--- src/rtl/ti_adc_cal_pkg.sv ---
// ti_adc_cal_pkg: shared state encoding and constant helpers for the offset-calibration sequencer
package ti_adc_cal_pkg;
   typedef enum logic [2:0] {
      S_IDLE,
      S_SETTLE,
      S_ACCUM,
      S_DECIDE,
      S_DONE
   } cal_state_t;

   function automatic int clog2(input int v);
      int r;
      r = 0;
      for (int i = 0; i < 31; i++)
         if ((1 << i) < v) r = i + 1;
      return r;
   endfunction

   // Sum of 2^avg_log2 samples sitting exactly at mid-scale.
   function automatic int mid_target(input int adc_bits, input int avg_log2);
      return 1 << (adc_bits - 1 + avg_log2);
   endfunction
endpackage

--- src/rtl/ti_adc_cal_acc.sv ---
// ti_adc_cal_acc: valid-gated sample accumulator with sample counter and mid-scale compare
module ti_adc_cal_acc
   import ti_adc_cal_pkg::*;
#(
   parameter int DW       = 9,
   parameter int AVG_LOG2 = 4
) (
   input  logic          clk,
   input  logic          rst_n,
   input  logic          clr,
   input  logic          en,
   input  logic [DW-1:0] din,
   output logic          full,
   output logic          gt
);
   localparam int SW = DW + AVG_LOG2;
   localparam logic [SW-1:0] TGT = SW'(mid_target(DW, AVG_LOG2));
   localparam logic [AVG_LOG2:0] LAST = (AVG_LOG2 + 1)'((1 << AVG_LOG2) - 1);
   logic [SW-1:0] sum;
   logic [AVG_LOG2:0] cnt;
   always_ff @(posedge clk or negedge rst_n)
      if (!rst_n) begin
         sum <= '0;
         cnt <= '0;
      end else if (clr) begin
         sum <= '0;
         cnt <= '0;
      end else if (en) begin
         sum <= sum + SW'(din);
         cnt <= cnt + 1'b1;
      end
   // full flags the sample that completes the set, so the FSM leaves ACCUM on that edge.
   assign full = en && cnt == LAST;
   assign gt   = sum > TGT;
endmodule

--- src/rtl/ti_adc_os_cal.sv ---
// ti_adc_os_cal: foreground offset-trim sequencer; SAR search of each way's offset DAC
// so the averaged way output lands on mid-scale.
module ti_adc_os_cal
   import ti_adc_cal_pkg::*;
#(
   parameter int ADC_WAYS   = 8,
   parameter int ADC_BITS   = 9,
   parameter int OSDAC_BITS = 8,
   parameter int AVG_LOG2   = 4,
   parameter int SETTLE_CYC = 4
) (
   input  logic                             clk,
   input  logic                             rst_n,
   input  logic                             cal_start,
   input  logic                             adc_valid,
   input  logic [ADC_WAYS*ADC_BITS-1:0]     adc_data,
   output logic [ADC_WAYS*OSDAC_BITS-1:0]   data_vosp,
   output logic [ADC_WAYS*OSDAC_BITS-1:0]   data_vosn,
   output logic                             cal_busy,
   output logic                             cal_done,
   output logic [clog2(ADC_WAYS)-1:0]       cal_way,
   output logic [ADC_WAYS-1:0]              cal_sat
);
   localparam int WW = clog2(ADC_WAYS);
   localparam int BW = clog2(OSDAC_BITS);
   localparam int SW = clog2(SETTLE_CYC + 1);
   localparam logic [OSDAC_BITS-1:0] MID = {1'b1, {(OSDAC_BITS-1){1'b0}}};
   localparam logic [BW-1:0] MSB = BW'(OSDAC_BITS - 1);
   localparam logic [WW-1:0] LAST = WW'(ADC_WAYS - 1);
   localparam logic [SW-1:0] SETTLE_END = SW'(SETTLE_CYC - 1);
   cal_state_t state;
   logic [OSDAC_BITS-1:0] code [ADC_WAYS];
   logic [BW-1:0] bit_idx;
   logic [SW-1:0] settle_cnt;
   logic [OSDAC_BITS-1:0] bmask;
   logic [OSDAC_BITS-1:0] trial;
   logic acc_full;
   logic acc_gt;
   assign bmask    = OSDAC_BITS'(1) << bit_idx;
   assign trial    = acc_gt ? code[cal_way] & ~bmask : code[cal_way];
   assign cal_busy = state != S_IDLE;
   assign cal_done = state == S_DONE;
   ti_adc_cal_acc #(
      .DW      (ADC_BITS),
      .AVG_LOG2(AVG_LOG2)
   ) u_acc (
      .clk  (clk),
      .rst_n(rst_n),
      .clr  (state == S_SETTLE),
      .en   (state == S_ACCUM && adc_valid),
      .din  (adc_data[int'(cal_way)*ADC_BITS +: ADC_BITS]),
      .full (acc_full),
      .gt   (acc_gt)
   );
   always_ff @(posedge clk or negedge rst_n)
      if (!rst_n) begin
         state      <= S_IDLE;
         cal_way    <= '0;
         bit_idx    <= '0;
         settle_cnt <= '0;
         cal_sat    <= '0;
         for (int i = 0; i < ADC_WAYS; i++) code[i] <= MID;
      end else begin
         case (state)
            S_IDLE:
               if (cal_start) begin
                  cal_sat    <= '0;
                  cal_way    <= '0;
                  bit_idx    <= MSB;
                  settle_cnt <= '0;
                  code[0]    <= MID;
                  state      <= S_SETTLE;
               end
            S_SETTLE:
               if (settle_cnt == SETTLE_END) begin
                  settle_cnt <= '0;
                  state      <= S_ACCUM;
               end else settle_cnt <= settle_cnt + 1'b1;
            S_ACCUM:
               if (acc_full) state <= S_DECIDE;
            S_DECIDE:
               if (bit_idx != '0) begin
                  code[cal_way] <= trial | (bmask >> 1);
                  bit_idx       <= bit_idx - 1'b1;
                  state         <= S_SETTLE;
               end else begin
                  code[cal_way]    <= trial;
                  cal_sat[cal_way] <= trial == '0 || &trial;
                  if (cal_way != LAST) begin
                     cal_way                <= cal_way + 1'b1;
                     code[cal_way + 1'b1]   <= MID;
                     bit_idx                <= MSB;
                     state                  <= S_SETTLE;
                  end else state <= S_DONE;
               end
            S_DONE: begin
               cal_way <= '0;
               state   <= S_IDLE;
            end
            default: state <= S_IDLE;
         endcase
      end
   for (genvar g = 0; g < ADC_WAYS; g++) begin : g_out
      assign data_vosp[g*OSDAC_BITS +: OSDAC_BITS] = code[g];
      assign data_vosn[g*OSDAC_BITS +: OSDAC_BITS] = ~code[g];
   end
endmodule

--- config.mk ---
export PLATFORM = sky130hd
export DESIGN_NAME = ti_adc_os_cal
export DESIGN_NICKNAME = d
export VERILOG_FILES = /design/src/rtl/ti_adc_cal_pkg.sv /design/src/rtl/ti_adc_cal_acc.sv /design/src/rtl/ti_adc_os_cal.sv
export SDC_FILE = /design/constraint.sdc
export NUM_CORES = 1
export LEC_CHECK = 0
export ABC_AREA = 1
export CAP_MARGIN = 40
export CORE_ASPECT_RATIO = 1.25
export CORE_MARGIN = 8
export CORE_UTILIZATION = 50
export DETAILED_ROUTE_END_ITERATION = 6
export PLACE_DENSITY = 0.83
export SLEW_MARGIN = 20
export SYNTH_ARGS = -nofsm -noshare
export SYNTH_HDL_FRONTEND = slang
export SYNTH_SLANG_ARGS = --single-unit
export TNS_END_PERCENT = 20
--- constraint.sdc ---
create_clock -name clk -period 7.4 [get_ports clk]
set_clock_uncertainty 0.05 [all_clocks]
set_input_delay 1.85 -clock clk [delete_from_list [all_inputs] [get_ports clk]]
set_output_delay 1.85 -clock clk [all_outputs]
set_load 0.005 [all_outputs]
==> run summary <==
run status - finished clean
sort of element at the start of the critical path - input pin
first-pass GRT wire length - 43.9 mm
Critical Path Sink Type - flop
Critical R2R Capture - u_acc.sum[12]
endpoint arrival time on the critical path - 4.30 ns
mean post-synth cell area - 6.71 sq um
total inserted antenna cells - 0
fraction of final layout cells sized beyond drive strength 1 - 0.0729
area added between synthesis and finish - 32.2%
max-slew violation total from the final report - 0
remaining global-route overflow - 0
Power Density - 239 mW/mm^2
DR iter-0 viols - 1,023
HPWL Detailed - 20.7 mm
number of warnings printed during yosys synthesis - 0
cell at the root of the clock tree - sky130_fd_sc_hd__clkbuf_16
final cycle utilization of the critical path - 0.552
worst hold path stage count - 1
insertion delay to the later sink of the worst-skew pair - 0.36 ns
routed vias/inst - 5.67
number of enable flip-flop cells after synthesis - 0
instance area at placement - 0.00975 sq mm
minimum setup slack among reg-to-reg paths - 3.70 ns
detailed-routing iteration count for the pre-antenna-repair pass - 6
worst slew pin tran - 0.699 ns
required arrival time at the worst endpoint - 7.61 ns
met3 track demand over resource - 0.0692
reported max-cap violation count - 0
met1 usage - 0.325
leading cell types in the layout, fill and taps excluded - sky130_fd_sc_hd__nand2_1, sky130_fd_sc_hd__clkdlybuf4s50_1, sky130_fd_sc_hd__o21ai_0
P_leak - 0.00453 uW
number of hold violations in the final report - 0
H-tree levels - 3
Overall Global Routing Usage - 0.285
weighted congestion at the end of routability-driven global placement - 0.971
count of unique library cells instantiated by Yosys - 45
clock buffer count from CTS - 9
cell area after layout - 0.0100 sq mm
antenna violations before repair - 0
height of the die - 154 microns
Max FO, Critical Path - 4
ANT nets after route - 0
most common cell after layout, fill and taps aside - sky130_fd_sc_hd__nand2_1
placeable core region - 0.0150 sq mm
final-stage net count - 1,422
hold crit path type - reg2reg
GR peak layer - met2
#FFs+latches synth - 102
Final setup viols - 0
highest clock rate - 245 MHz
via count of the routed design - 8,577
type of the setup path with the least slack - in2reg
beginning of the worst register-to-register path - cal_way[1]
count of buffers from port buffering - 216
primary flip-flop cell chosen by synthesis mapping - sky130_fd_sc_hd__dfrtp_1
number of gates given a new drive strength after cts - 0
Min-Delay Endpoint - settle_cnt[1]
met2 GRT Util - 0.470
Chip Width - 126 microns
vias in the first global route - 8,391
count of hold-fix buffers inserted at cts - 0
post-synth net total - 1,228
setup repair after global routing missed its margin - no
worst slew margin relative to its limit - 0.531
Post-CTS Setup Inserts - 0
number of ports placed on the die boundary - 217
Peak supply drop - 0.170 mV
initial core utilization - 0.508
pin count of the biggest net entering global routing - 45
# placed instances - 1,496
Hold Crit Start - settle_cnt[1]
WL/cell - 18.4 microns
Fin Setup TNS - 0 ns
Rows - 50
Routed WL - 27.8 mm
remaining routing DRC violations - 0
Seq/Total Area, Yosys - 0.337
CTS clk-pin slew, worst paths - 0.08 ns
total die area - 0.0194 sq mm
TritonCTS clock tree - built
worst-case reg-to-reg path depth - 17
number of buffers on the longest clock path - 2
post-synthesis instance area - 0.00760 sq mm
Async S/R FF share, synth - 1.00
number of sinks driven by the clock tree - 102
gate count of the mapped netlist - 1,132
post-route minimum period - 4.09 ns
count of placed standard cells in the final layout, fillers left out - 1,513
synthesized netlist by cell type, types with 8 or more instances:
cell type,n,area share
sky130_fd_sc_hd__dfstp_2,8,0.028
sky130_fd_sc_hd__nand3_1,16,0.011
sky130_fd_sc_hd__nand2_2,19,0.016
sky130_fd_sc_hd__ha_1,19,0.031
sky130_fd_sc_hd__dfrtp_1,94,0.31
sky130_fd_sc_hd__nor2_4,12,0.018
sky130_fd_sc_hd__a22o_1,11,0.013
sky130_fd_sc_hd__buf_4,10,0.0099
sky130_fd_sc_hd__o21ai_1,23,0.015
sky130_fd_sc_hd__nor2_1,73,0.036
sky130_fd_sc_hd__nor2_2,10,0.0082
sky130_fd_sc_hd__a21oi_1,82,0.054
sky130_fd_sc_hd__a22oi_1,8,0.0079
sky130_fd_sc_hd__nand4_1,9,0.0074
sky130_fd_sc_hd__inv_1,131,0.065
sky130_fd_sc_hd__inv_2,16,0.0079
sky130_fd_sc_hd__nand2_1,359,0.18
sky130_fd_sc_hd__buf_2,13,0.0086
sky130_fd_sc_hd__o21ai_0,151,0.099
state kept, by name, indices dropped and copies added (netlist names):
register and flops:
cal_way 3, bit_idx 3, u_acc.cnt 5, cal_sat 8, data_vosp 64, settle_cnt 3
u_acc.sum 13, state 3
logic make-up (layout without fill, tap and decap cells):
logic type | after synthesis | after routing | synth area share
AOI/OAI and AO/OA | 309 | 309 | 0.225
xor gates and xnor gates | 2 | 2 | 0.00231
adders and majority gates | 20 | 20 | 0.0339
buffers and inverters | 191 | 390 | 0.114
DFF | 102 | 102 | 0.337
and+or+nand+nor | 508 | 508 | 0.287
power breakdown:
group | internal [uW] | total, uW | leakage (uW) | switching [uW]
Sequential | 666 | 780 | 0.00136 | 114
Clock | 234 | 475 | 0.000142 | 241
Combinational | 453 | 1150 | 0.00303 | 696
Total | 1350 | 2400 | 0.00453 | 1050
critical path, cell delays in order:
cell                              delay (ns)
sky130_fd_sc_hd__clkdlybuf4s50_1        0.46
sky130_fd_sc_hd__a22o_1                 0.12
sky130_fd_sc_hd__a221oi_1               0.05
sky130_fd_sc_hd__nand4_1                0.11
sky130_fd_sc_hd__ha_1                   0.17
sky130_fd_sc_hd__inv_1                  0.05
sky130_fd_sc_hd__fa_1                   0.39
sky130_fd_sc_hd__nand3b_1               0.20
sky130_fd_sc_hd__nand3_1                0.10
sky130_fd_sc_hd__a21oi_1                0.08
sky130_fd_sc_hd__o21ai_0                0.28
sky130_fd_sc_hd__nand2_1                0.09
sky130_fd_sc_hd__nand2_1                0.13
sky130_fd_sc_hd__nand3_1                0.09
sky130_fd_sc_hd__nand2_1                0.08
sky130_fd_sc_hd__nor2_1                 0.04
routing by layer:
metal / vias up / routed length [microns]
li1: 4073 / -
met1: 3879 / 10200
met2: 498 / 13300
met3: 127 / 2750
met4: 0 / 1660
met5: - / 0
layout make-up:
cell class | count | area (sq um)
fill | 1311 | 4910
multi-input combinational | 839 | 4170
sequential | 102 | 2560
timing repair buffer | 222 | 2220
inverter | 152 | 578
tap | 182 | 228
clock buffer | 9 | 225
clock inverter | 7 | 56.3
worst max path at each step:
stage | from | end | slack [ns]
detailed placement | adc_data[9] | u_acc.sum[12] | 2.96
finish | adc_data[9] | u_acc.sum[12] | 3.31
floorplan | adc_data[18] | u_acc.sum[10] | 3.65
global placement | adc_data[18] | u_acc.sum[10] | 3.04
CTS | adc_data[9] | u_acc.sum[12] | 3.32
global route | adc_data[18] | u_acc.sum[12] | 3.03
per-stage QoR:
stage               setup slack (ns)  total power [uW]  utilization  hold slack, ns
CTS                             3.32              2380        0.671           0.461
floorplan                       3.65              1350            -           0.408
finish                          3.31              2400        0.672           0.464
global placement                3.04              1900        0.651           0.422
detailed placement              2.96              1910        0.652           0.444
global route                    3.03              2540        0.672           0.485
Note: power is estimated with default switching activity, not from simulation.
